`src/rtl/counter_pkg.sv`:
```
// Shared constants and helpers for the parametrised up/down counter.
package counter_pkg;

   localparam logic DIR_UP    = 1'b1;
   localparam logic DIR_DOWN  = 1'b0;
   localparam logic MODE_WRAP = 1'b0;
   localparam logic MODE_SAT  = 1'b1;

   // Largest count value reachable for a given number of states.
   function automatic int max_val(input int modulus);
      return modulus - 1;
   endfunction

endpackage

```
`src/rtl/counter_next_logic.sv`:
```
// Combinational next-count and event decode for the up/down counter.
module counter_next_logic
   import counter_pkg::*;
#(
   parameter int WIDTH   = 4,
   parameter int MODULUS = 2 ** WIDTH
) (
   input  logic [WIDTH-1:0] count_q,
   input  logic [WIDTH-1:0] in,
   input  logic             ld,
   input  logic             clr,
   input  logic             cnt,
   input  logic             up,
   input  logic             sat,
   output logic [WIDTH-1:0] count_d,
   output logic             wrap_d,
   output logic             sat_hit_d,
   output logic             ld_err_d,
   output logic             tcount
);

   // One extra bit keeps MODULUS-1 and in >= MODULUS comparisons exact at full range.
   localparam logic [WIDTH:0] MAX_W = (WIDTH + 1)'(max_val(MODULUS));
   localparam logic [WIDTH:0] ONE_W = (WIDTH + 1)'(1);

   logic [WIDTH:0] count_ext;
   logic [WIDTH:0] in_ext;
   logic [WIDTH:0] inc_ext;
   logic [WIDTH:0] dec_ext;
   logic           at_max;
   logic           at_zero;

   assign count_ext = {1'b0, count_q};
   assign in_ext    = {1'b0, in};
   assign inc_ext   = count_ext + ONE_W;
   assign dec_ext   = count_ext - ONE_W;
   assign at_max    = (count_ext == MAX_W);
   assign at_zero   = (count_ext == '0);
   assign tcount    = (up == DIR_UP) ? at_max : at_zero;

   always_comb begin
      count_d   = count_q;
      wrap_d    = 1'b0;
      sat_hit_d = 1'b0;
      ld_err_d  = 1'b0;
      if (clr) begin
         count_d = '0;
      end else if (ld) begin
         if (in_ext > MAX_W) begin
            count_d  = MAX_W[WIDTH-1:0];
            ld_err_d = 1'b1;
         end else begin
            count_d = in;
         end
      end else if (cnt) begin
         if (up == DIR_UP) begin
            if (!at_max) begin
               count_d = inc_ext[WIDTH-1:0];
            end else if (sat == MODE_SAT) begin
               sat_hit_d = 1'b1;
            end else begin
               count_d = '0;
               wrap_d  = 1'b1;
            end
         end else if (up == DIR_DOWN) begin
            if (!at_zero) begin
               count_d = dec_ext[WIDTH-1:0];
            end else if (sat == MODE_WRAP) begin
               count_d = MAX_W[WIDTH-1:0];
               wrap_d  = 1'b1;
            end else begin
               sat_hit_d = 1'b1;
            end
         end
      end
   end

endmodule

```
`src/rtl/up_down_counter_param.sv`:
```
// WIDTH-bit modulo-MODULUS up/down counter with wrap/saturate mode, clear and load.
module up_down_counter_param
   import counter_pkg::*;
#(
   parameter int WIDTH   = 4,
   parameter int MODULUS = 2 ** WIDTH,
   parameter int RST_VAL = 0
) (
   input  logic             clk,
   input  logic             rst,
   input  logic [WIDTH-1:0] in,
   input  logic             ld,
   input  logic             clr,
   input  logic             cnt,
   input  logic             up,
   input  logic             sat,
   output logic [WIDTH-1:0] count,
   output logic             tcount,
   output logic             wrap,
   output logic             sat_hit,
   output logic             ld_err
);

   localparam logic [WIDTH-1:0] RST_VAL_W = WIDTH'(RST_VAL);

   logic [WIDTH-1:0] count_q, count_d;
   logic             wrap_q, wrap_d;
   logic             sat_hit_q, sat_hit_d;
   logic             ld_err_q, ld_err_d;

   counter_next_logic #(
      .WIDTH   (WIDTH),
      .MODULUS (MODULUS)
   ) u_next (
      .count_q   (count_q),
      .in        (in),
      .ld        (ld),
      .clr       (clr),
      .cnt       (cnt),
      .up        (up),
      .sat       (sat),
      .count_d   (count_d),
      .wrap_d    (wrap_d),
      .sat_hit_d (sat_hit_d),
      .ld_err_d  (ld_err_d),
      .tcount    (tcount)
   );

   always_ff @(posedge clk) begin
      if (rst) begin
         count_q   <= RST_VAL_W;
         wrap_q    <= 1'b0;
         sat_hit_q <= 1'b0;
         ld_err_q  <= 1'b0;
      end else begin
         count_q   <= count_d;
         wrap_q    <= wrap_d;
         sat_hit_q <= sat_hit_d;
         ld_err_q  <= ld_err_d;
      end
   end

   assign count   = count_q;
   assign wrap    = wrap_q;
   assign sat_hit = sat_hit_q;
   assign ld_err  = ld_err_q;

endmodule
```
`config.mk`:
```
export PLATFORM = sky130hd
export DESIGN_NAME = up_down_counter_param
export DESIGN_NICKNAME = d
export VERILOG_FILES = /design/src/rtl/counter_pkg.sv /design/src/rtl/counter_next_logic.sv /design/src/rtl/up_down_counter_param.sv
export SDC_FILE = /design/constraint.sdc
export NUM_CORES = 1
export LEC_CHECK = 0
export ABC_AREA = 1
export CORE_MARGIN = 5
export CORE_UTILIZATION = 44
export CTS_CLUSTER_DIAMETER = 50
export DETAILED_ROUTE_END_ITERATION = 8
export GPL_TIMING_DRIVEN = 1
export HOLD_SLACK_MARGIN = 0.02
export PLACE_DENSITY = 0.83
export REMOVE_ABC_BUFFERS = 1
export SETUP_SLACK_MARGIN = 0.02
export SLEW_MARGIN = 25
export SYNTH_ARGS = -nofsm -noshare
export SYNTH_HDL_FRONTEND = slang
export SYNTH_HIERARCHICAL = 1
export SYNTH_SLANG_ARGS = --single-unit
export TNS_END_PERCENT = 1
```
`constraint.sdc`:
```
create_clock -name clk -period 1.9 [get_ports clk]
set_input_delay 0.285 -clock clk [delete_from_list [all_inputs] [get_ports clk]]
set_output_delay 0.285 -clock clk [all_outputs]
set_load 0.02 [all_outputs]
```
==> out/qor.txt <==
pin count of the biggest net entering global routing: 9
Hold WC Path Type: flip-flop to flip-flop
FF-to-FF setup slack: 0.41 ns
crit end category: output port
DR vias: 761
Die ar.: 0.00224 mm^2
dpl hpwl: 1300 um
Worst-path clk slew: 0.05 ns
Iteration-0 DRC Markers: 19
CTS tree: done
Worst Path Max Fanout: 3
synthesis warning total: 6
CP cell instances: inv_1 -> ha_1 -> nand2_2 -> inv_2 -> nand2_1 -> nand2_1 -> o21ai_2 -> inv_1 -> buf_2
Max Used Layer: met4
final hold viol count: 0
final setup TNS: 0 ns
GPL Wtd Cong: 0.874
CTS sink cnt: 7
clock tree buffer depth: 2
outcome: completed
r2r endpoint: count[3]
Synth-to-Final Area Change: 49.9%
final setup skew: 0.000889 ns
synthesized cell area: 612 um^2
# IOs: 19
post-route cell area: 917 um^2
wire length on met1: 703 um
first-pass GRT wire length: 2780 um
Core ar.: 0.00130 mm^2
Final Setup Violations: 0
largest stage delay on the critical path: 0.34 ns
Setup CP Type: flip-flop to output port
crit path time final: 1.71 ns
row count: 13
Reg-to-Reg Start: count[0]
DR WL met2: 796 um
Worst VDD drop: 518 uV
Cell Area, Placed: 890 um^2
Slew Limit Fails: 0
sequential area share after synthesis: 22.9%
Gate Count Post-Synth: 110
Synth Area per Inst: 5.56 um^2
end point of the critical path: tcount
Critical Path AT: 1.43 ns
critical path startpoint: count[0]
startpoint types: flip-flop
#FFs+latches synth: 7
Pre-antenna DRT Iters: 4
vias in the first global route: 706
Antenna Nets Post-Route: 0
Die Width: 47.3 um
Total Wirelength: 1640 um
Required @ worst endpoint: 1.62 ns
fmax: 584 MHz
Slowest-stage cell, CP: dfxtp_2
max-cap violations: 0
worst r2r path cells: 10
Antenna Cells: 0
starting density of the core: 47.0%
Pleak: 0.464 nW
unrepaired setup endpoints after global routing: false
wire length per cell: 10.4 um
routed wl met3: 132 um
Skew-Pair Late Insertion Delay: 0.25 ns
GRT Overall Usage: 17.6%
layout cells sized above 1: 19.6%
Root Buffer: clkbuf_4
via-per-instance ratio: 4.82
Num CTS Buffers: 3
# DRC: 0
number of library cell types mapped by synthesis: 19
Die Y: 47.3 um
Final nets: 157
# port buffers: 18
initial antenna violation count: 0
PwrDens: 501 mW/mm^2
final worst-path cycle share: 90.1%
H-Tree Level Count: 1
Remaining Overflow, GRT: 0
cells in the mapped netlist:
| cell | count | area share [%] |
|---|---|---|
| dfxtp_1 | 7 | 23 |
| conb_1 | 1 | 0.61 |
| ha_1 | 2 | 4.1 |
| nor4_2 | 1 | 2.0 |
| buf_4 | 1 | 1.2 |
| inv_1 | 19 | 12 |
| nand4_1 | 1 | 1.0 |
| nor3_1 | 1 | 0.82 |
| nor2_4 | 1 | 1.8 |
| nand2_1 | 27 | 17 |
| o21ai_1 | 1 | 0.82 |
| o21ai_0 | 4 | 3.3 |
| a21oi_2 | 1 | 1.4 |
| buf_6 | 1 | 1.8 |
| nand3_1 | 13 | 11 |
| nor2_1 | 19 | 12 |
| inv_2 | 4 | 2.5 |
| nand2_2 | 1 | 1.0 |
| a21oi_1 | 5 | 4.1 |
worst max-delay path, delay by kind of cell, from the launching register on:
kind            cells  cell delay [ns]
flops               1             0.34
buf+inv             4             0.30
simple gates        3             0.25
fa+ha+maj           1             0.22
compound gates      1             0.07
per-stage QoR:
stage	total power [mW]	hold slack [ns]	cells	utilization, %	worst slack (ns)
floorplan	0.243	0.356	108	-	0.238
global placement	0.323	0.671	154	68.4	0.0143
detailed placement	0.327	0.675	154	68.4	0.0137
CTS	0.461	0.685	158	70.6	0.0513
global route	0.496	0.724	158	70.5	0.0490
finish	0.459	0.692	158	70.5	0.187
placed cells by master (no fill, tap or decap), types with 4 or more instances in the layout:
| cell | synthesis | final |
|---|---|---|
| inv_1 | 19 | 19 |
| nor2_1 | 19 | 19 |
| buf_4 | 1 | 13 |
| dfxtp_1 | 7 | 5 |
| clkdlybuf4s50_1 | 0 | 17 |
| o21ai_0 | 4 | 4 |
| a21oi_1 | 5 | 5 |
| nand3_1 | 13 | 13 |
| nand2_1 | 27 | 27 |
| inv_2 | 4 | 4 |
flip-flops by register name (all words and copies together) (netlist names):
name / cells
count: 4
ld_err: 1
sat_hit: 1
wrap: 1
kinds of logic after synthesis:
| logic type | synth area share, % |
|---|---|
| AND/OR/NAND/NOR | 45.6 |
| buffers and inverters | 17.2 |
| AO/OA/AOI/OAI | 9.61 |
| flip-flops | 22.9 |
| adder cells (fa/ha/maj) | 4.09 |
| other | 0.613 |
cell type report:
cell class | count | area (um^2)
repair buffers | 31 | 273
flip-flops and latches | 7 | 143
multi-input cells | 78 | 370
inverters | 23 | 86.3
well taps | 15 | 18.8
clock buffers | 4 | 26.3
fillers | 121 | 384
power by group:
part | switching, mW | internal, mW
combinational | 0.0871 | 0.0813
sequential | 0.00405 | 0.154
clock | 0.0531 | 0.0800
routing by layer:
layer / up-vias / GRT usage (%)
met5: - / 0
met4: 0 / 4.42
met3: 2 / 6.90
met2: 27 / 31.0
met1: 331 / 19.7
li1: 401 / -
what timing repair did:
item / CTS / global route
hold buffers: 0 / 0
resized for setup: 4 / 3
buffers inserted: 0 / 0
endpoints found under the setup margin: 1 / 1
how the worst min path moves through the flow:
stage,slack (ns),endpoint,depth (start not counted),from
6_report,0.69,count[2],6,count[2]
5_1_grt,0.72,count[2],2,rst
3_3_place_gp,0.67,count[2],6,count[2]
2_1_floorplan,0.36,wrap,1,rst
4_1_cts,0.68,count[2],6,count[2]
3_5_place_dp,0.68,count[2],6,count[2]
(Power assumes the default switching activity.)
